===== src/rtl/hidden_dense_seq_pkg.sv =====
// Shared types and default coefficients for the sequential dense hidden layer.
// Q4.12 sample type, accumulator sizing, FSM state enum, default weights/biases.
package hidden_pkg;

    typedef logic signed [15:0] q412_t;

    localparam int unsigned FRAC_BITS = 12;
    localparam int unsigned ACC_W     = 40;

    localparam q412_t HID_W [0:15][0:7] = '{16{'{8{16'sh0100}}}};
    localparam q412_t HID_B [0:15]      = '{16{16'sh0000}};

    typedef enum logic [1:0] {
        COLLECT,
        COMPUTE,
        EMIT
    } state_t;

endpackage


===== src/rtl/hidden_dense_seq_requant.sv =====
// q412_requant: rescales a MAC accumulator to Q4.12, adds the bias and saturates.
// Clamps negatives to zero when HIDDEN_DENSE_RELU_EN is defined.
module q412_requant
    import hidden_pkg::*;
(
    input  logic signed [ACC_W-1:0] acc,
    input  q412_t                   bias,
    output q412_t                   res
);

    logic signed [ACC_W-1:0] shifted;
    logic signed [ACC_W-1:0] biased;
    logic                    pos_ovf;
    logic                    neg_ovf;

    always_comb begin
        shifted = acc >>> FRAC_BITS;
        biased  = shifted + {{(ACC_W-16){bias[15]}}, bias};
        // Representable in 16 bits only when every bit above bit 15 copies the sign.
        pos_ovf = !biased[ACC_W-1] && (|biased[ACC_W-2:15]);
        neg_ovf =  biased[ACC_W-1] && !(&biased[ACC_W-2:15]);
        if (pos_ovf) begin
            res = 16'sh7FFF;
        end else if (neg_ovf) begin
            res = 16'sh8000;
        end else begin
            res = biased[15:0];
        end
`ifdef HIDDEN_DENSE_RELU_EN
        if (res[15]) begin
            res = '0;
        end
`endif
    end

endmodule


===== src/rtl/hidden_dense_seq.sv =====
// hidden_dense_seq: time-multiplexed fully-connected layer, one shared MAC, parallel Q4.12 outputs.
// Optional ReLU activation selected by the HIDDEN_DENSE_RELU_EN macro (in q412_requant).
module hidden_dense_seq
    import hidden_pkg::*;
#(
    parameter int unsigned N_IN  = 8,
    parameter int unsigned N_OUT = 16,
    parameter q412_t W [0:N_OUT-1][0:N_IN-1] = HID_W,
    parameter q412_t B [0:N_OUT-1]           = HID_B
) (
    input  logic  clk,
    input  logic  reset,
    input  logic  in_valid,
    output logic  in_ready,
    input  q412_t in_data,
    output q412_t out_data [0:N_OUT-1],
    output logic  out_valid
);

    localparam int unsigned XW = (N_IN > 1) ? $clog2(N_IN) : 1;
    localparam int unsigned IW = $clog2(N_IN + 1);
    localparam int unsigned JW = (N_OUT > 1) ? $clog2(N_OUT) : 1;

    state_t                  state;
    state_t                  state_n;
    logic [XW-1:0]           k;
    logic [IW-1:0]           i;
    logic [JW-1:0]           j;
    logic [XW-1:0]           xi;
    q412_t                   xbuf [0:N_IN-1];
    q412_t                   res  [0:N_OUT-1];
    logic signed [ACC_W-1:0] acc;
    logic signed [31:0]      xa;
    logic signed [31:0]      wa;
    logic signed [31:0]      prod;
    logic signed [ACC_W-1:0] prod_ext;
    q412_t                   fin;
    logic                    accept;
    logic                    last_beat;
    logic                    fin_cyc;
    logic                    last_neuron;

    always_comb begin
        in_ready    = (state == COLLECT);
        accept      = in_valid && in_ready;
        last_beat   = accept && (k == XW'(N_IN - 1));
        fin_cyc     = (state == COMPUTE) && (i == IW'(N_IN));
        last_neuron = (j == JW'(N_OUT - 1));
        // i reaches N_IN only on the finalise cycle, where the product is unused.
        xi          = i[XW-1:0];
        xa          = {{16{xbuf[xi][15]}}, xbuf[xi]};
        wa          = {{16{W[j][xi][15]}}, W[j][xi]};
        prod        = xa * wa;
        prod_ext    = {{(ACC_W-32){prod[31]}}, prod};
    end

    always_comb begin
        state_n = state;
        case (state)
            COLLECT: if (last_beat) state_n = COMPUTE;
            COMPUTE: if (fin_cyc && last_neuron) state_n = EMIT;
            EMIT:    state_n = COLLECT;
            default: state_n = COLLECT;
        endcase
    end

    always_ff @(posedge clk or posedge reset) begin
        if (reset) begin
            state <= COLLECT;
        end else begin
            state <= state_n;
        end
    end

    q412_requant u_requant (
        .acc  (acc),
        .bias (B[j]),
        .res  (fin)
    );

    always_ff @(posedge clk or posedge reset) begin
        if (reset) begin
            k         <= '0;
            i         <= '0;
            j         <= '0;
            acc       <= '0;
            out_valid <= 1'b0;
            xbuf      <= '{default: '0};
            res       <= '{default: '0};
            out_data  <= '{default: '0};
        end else begin
            out_valid <= 1'b0;
            case (state)
                COLLECT: begin
                    if (accept) begin
                        xbuf[k] <= in_data;
                        k       <= last_beat ? '0 : k + 1'b1;
                    end
                end
                COMPUTE: begin
                    if (fin_cyc) begin
                        res[j] <= fin;
                        acc    <= '0;
                        i      <= '0;
                        j      <= last_neuron ? '0 : j + 1'b1;
                    end else begin
                        acc <= acc + prod_ext;
                        i   <= i + 1'b1;
                    end
                end
                EMIT: begin
                    out_data  <= res;
                    out_valid <= 1'b1;
                end
                default: ;
            endcase
        end
    end

endmodule


===== config.mk =====
export PLATFORM = sky130hd
export DESIGN_NAME = hidden_dense_seq
export DESIGN_NICKNAME = d
export VERILOG_FILES = /design/src/rtl/hidden_dense_seq_pkg.sv /design/src/rtl/hidden_dense_seq_requant.sv /design/src/rtl/hidden_dense_seq.sv
export SDC_FILE = /design/constraint.sdc
export NUM_CORES = 2
export LEC_CHECK = 0
export ABC_AREA = 1
export CELL_PAD_IN_SITES_DETAIL_PLACEMENT = 1
export CELL_PAD_IN_SITES_GLOBAL_PLACEMENT = 1
export CORE_MARGIN = 5
export CORE_UTILIZATION = 23
export DETAILED_ROUTE_END_ITERATION = 10
export GPL_TIMING_DRIVEN = 0
export HOLD_SLACK_MARGIN = 0.02
export PLACE_DENSITY = 0.45
export SLEW_MARGIN = 25
export SYNTH_ARGS = -nofsm -noshare
export SYNTH_HDL_FRONTEND = slang
export SYNTH_SLANG_ARGS = --single-unit

===== constraint.sdc =====
create_clock -name clk -period 45.9 [get_ports clk]
set_input_delay 4.59 -clock clk [delete_from_list [all_inputs] [get_ports clk]]
set_output_delay 4.59 -clock clk [all_outputs]
set_load 0.005 [all_outputs]

==> reports/qor.yml <==
drt_first_pass_iters: 4
cp_data_arrival_time_ns: 2.13
finalHoldViolCount: 0
fp.dieW_um: 371
fin_crit_ns: 6.72
clk-insertion-delay-late_ns: 0.67
setup_violations: 0
finalClockSkew_ns: 0.0193
highest_layer: "met5"
htree_num_levels: 3
hold_path.class: "reg -> reg"
place_congestion: 0.755
comb_power_share: 0.015
path_class: "reg -> out"
layout_common_cells: "nand2_1, dfrtp_1, o21ai_0"
pin_count: 277
grt.total_usage: 0.169
cts_tree: "done"
vias_per_cell: 4.32
n_antenna_cell: 0
fp.dieH_um: 371
required_ns: 41.31
grt_max_degree: 87
syn-cell-area_um2: 30000
relSlewSlack: 0.335
clkTransAtPathRegs_ns: 0.06
rsz0062_at_grt: "false"
avgSynthCellArea_um2: 8.75
p_seq_frac: 0.458
status: "finished clean"
synth_nets: 3542
yosys.area.top_type: "dfrtp_1"
regArea_um2: 17200
async_flop_share: 1.00
multi_input_area_um2: 11000
synth-edff-count: 0
drc: 0
tightest_slew_ns: 0.998
final.hold.worst_slack_ns: 0.468
synth_seq_area_share: 0.573
synth_cell_type_count: 43
clock_sinks: 686
timing.fmax_mhz: 149
clock_path_buffers: 3
die_area_um2: 138000
grt_pass1_wl_um: 174000
rows: 132
initial_core_util: 0.231
drv_slew: 0
portBuffers: 276
syn2layout_area_growth_pct: 27.0
fillers: 15152
cts_buffers: 88
leakage_nw: 18.5
fin_setup_tns_ns: 0
place_hpwl_um: 85000
cap_violations: 0
cts_setup_buffers: 0
irDropWorstVdd_mv: 0.0270
vias: 24228
nets: 3918
fin_crit_sh: 0.146
synth_top_area_frac: 0.573
wl_met2_um: 54600
power_density_nw_per_um2: 34.7
layout_commonest_cell: "nand2_1"
synthTopCellsByArea: "dfrtp_1, nand2_1, o21ai_0"
grt_pass1_vias: 25983
yosys_warnings: 0
switching_power_uw: 295
wl_um: 116000
cp-start-kind: "register"
netlist_instances: 3424
wire_per_inst_um: 20.7
grt_overflow_total: 0
wl_met3_um: 4360
p_int_mw: 1.03
antenna_found_initial: 4
drtIter0Drc: 1249
coreArea_um2: 129000
p_clk_frac: 0.527
swShare: 0.224
fin_ws_ns: 39.18
antenna_left: 0
cts_resized: 0
wl_met1_um: 54500
cts_hold_buffers: 0
crit_fanout: 3
place_ws_ns: 38.95
cts-root-buf: "clkbuf_16"
synth-main-ff-cell: "dfrtp_1"
synth_seq_cells: 686
cp-end-kind: "primary output"
drive_gt1_frac: 0.0722
[worst max-delay path, stage by stage, from the launching register on]
cell             delay [ns]
dfrtp_1                0.42
nor2_1                 0.43
clkdlybuf4s50_1        0.61
[power groups by stage]
stage,registers [mW],logic (mW),clock network (mW)
2_1_floorplan,0.617,0.00946,0
3_3_place_gp,0.617,0.0181,0
3_5_place_dp,0.616,0.0212,0
4_1_cts,0.605,0.0212,0.721
5_1_grt,0.605,0.0230,0.747
6_report,0.605,0.0198,0.696
[registers in the layout, summed over array words and instances (netlist names), 2 cells and up]
signal    flops
acc          32
i             4
j             4
k             3
out_data    256
res         256
state         2
xbuf        128
[logic make-up after synthesis]
| family | count (synthesis) | share of synthesized area |
|---|---|---|
| buffers and inverters | 450 | 0.0614 |
| DFF | 686 | 0.573 |
| xor gates and xnor gates | 3 | 0.000877 |
| and+or+nand+nor | 1574 | 0.212 |
| adders and majority gates | 99 | 0.0416 |
| AOI/OAI and AO/OA | 612 | 0.111 |
[per-layer routing]
metal | GRT usage | vias up
met5 | 0 | -
met4 | 0.0381 | 2
met3 | 0.0314 | 145
met2 | 0.281 | 352
met1 | 0.228 | 11975
li1 | - | 11754
[through the flow]
stage	utilization	instance area, um2	instances	power [mW]
3_5_place_dp	0.272	35200	5452	0.637
5_1_grt	0.294	38100	5605	1.37
4_1_cts	0.294	38100	5605	1.35
3_3_place_gp	0.270	34900	5442	0.635
6_report	0.294	38100	5605	1.32
2_1_floorplan	-	30000	3424	0.626
[synthesized netlist by cell type, drive strengths merged (4+ instances only)]
cell type / instances
nand4: 16
and2: 5
o21ai: 399
nand3: 55
nand2: 1247
clkbuf: 88
buf: 83
inv: 275
o211ai: 15
nor3: 6
nor2: 235
dfrtp: 686
ha: 98
a21oi: 49
a31oi: 135
clkinv: 4
[area by class of cell]
class | instances | area share
Sequential cell | 686 | 0.451
Clock inverter | 19 | 0.00585
Multi-Input combinational cell | 2288 | 0.288
Buffer | 171 | 0.0207
Clock buffer | 134 | 0.0693
Timing Repair Buffer | 286 | 0.0798
Inverter | 279 | 0.0279
Tap cell | 1742 | 0.0573
[final timing paths]
check | to | start | cells after the start | slack, ns
worst min register to register | out_data[163] | res[163] | 2 | 0.47
max in group asynchronous | res[213] | reset | 6 | 39.82
min in group asynchronous | out_data[26] | reset | 2 | 4.25
worst max register to register | acc[38] | i[0] | 22 | 40.97
worst max-delay path | in_ready | state[1] | 2 | 39.18
worst min-delay path | out_data[163] | res[163] | 2 | 0.47
No activity file was read; power rests on OpenSTA's default activity.
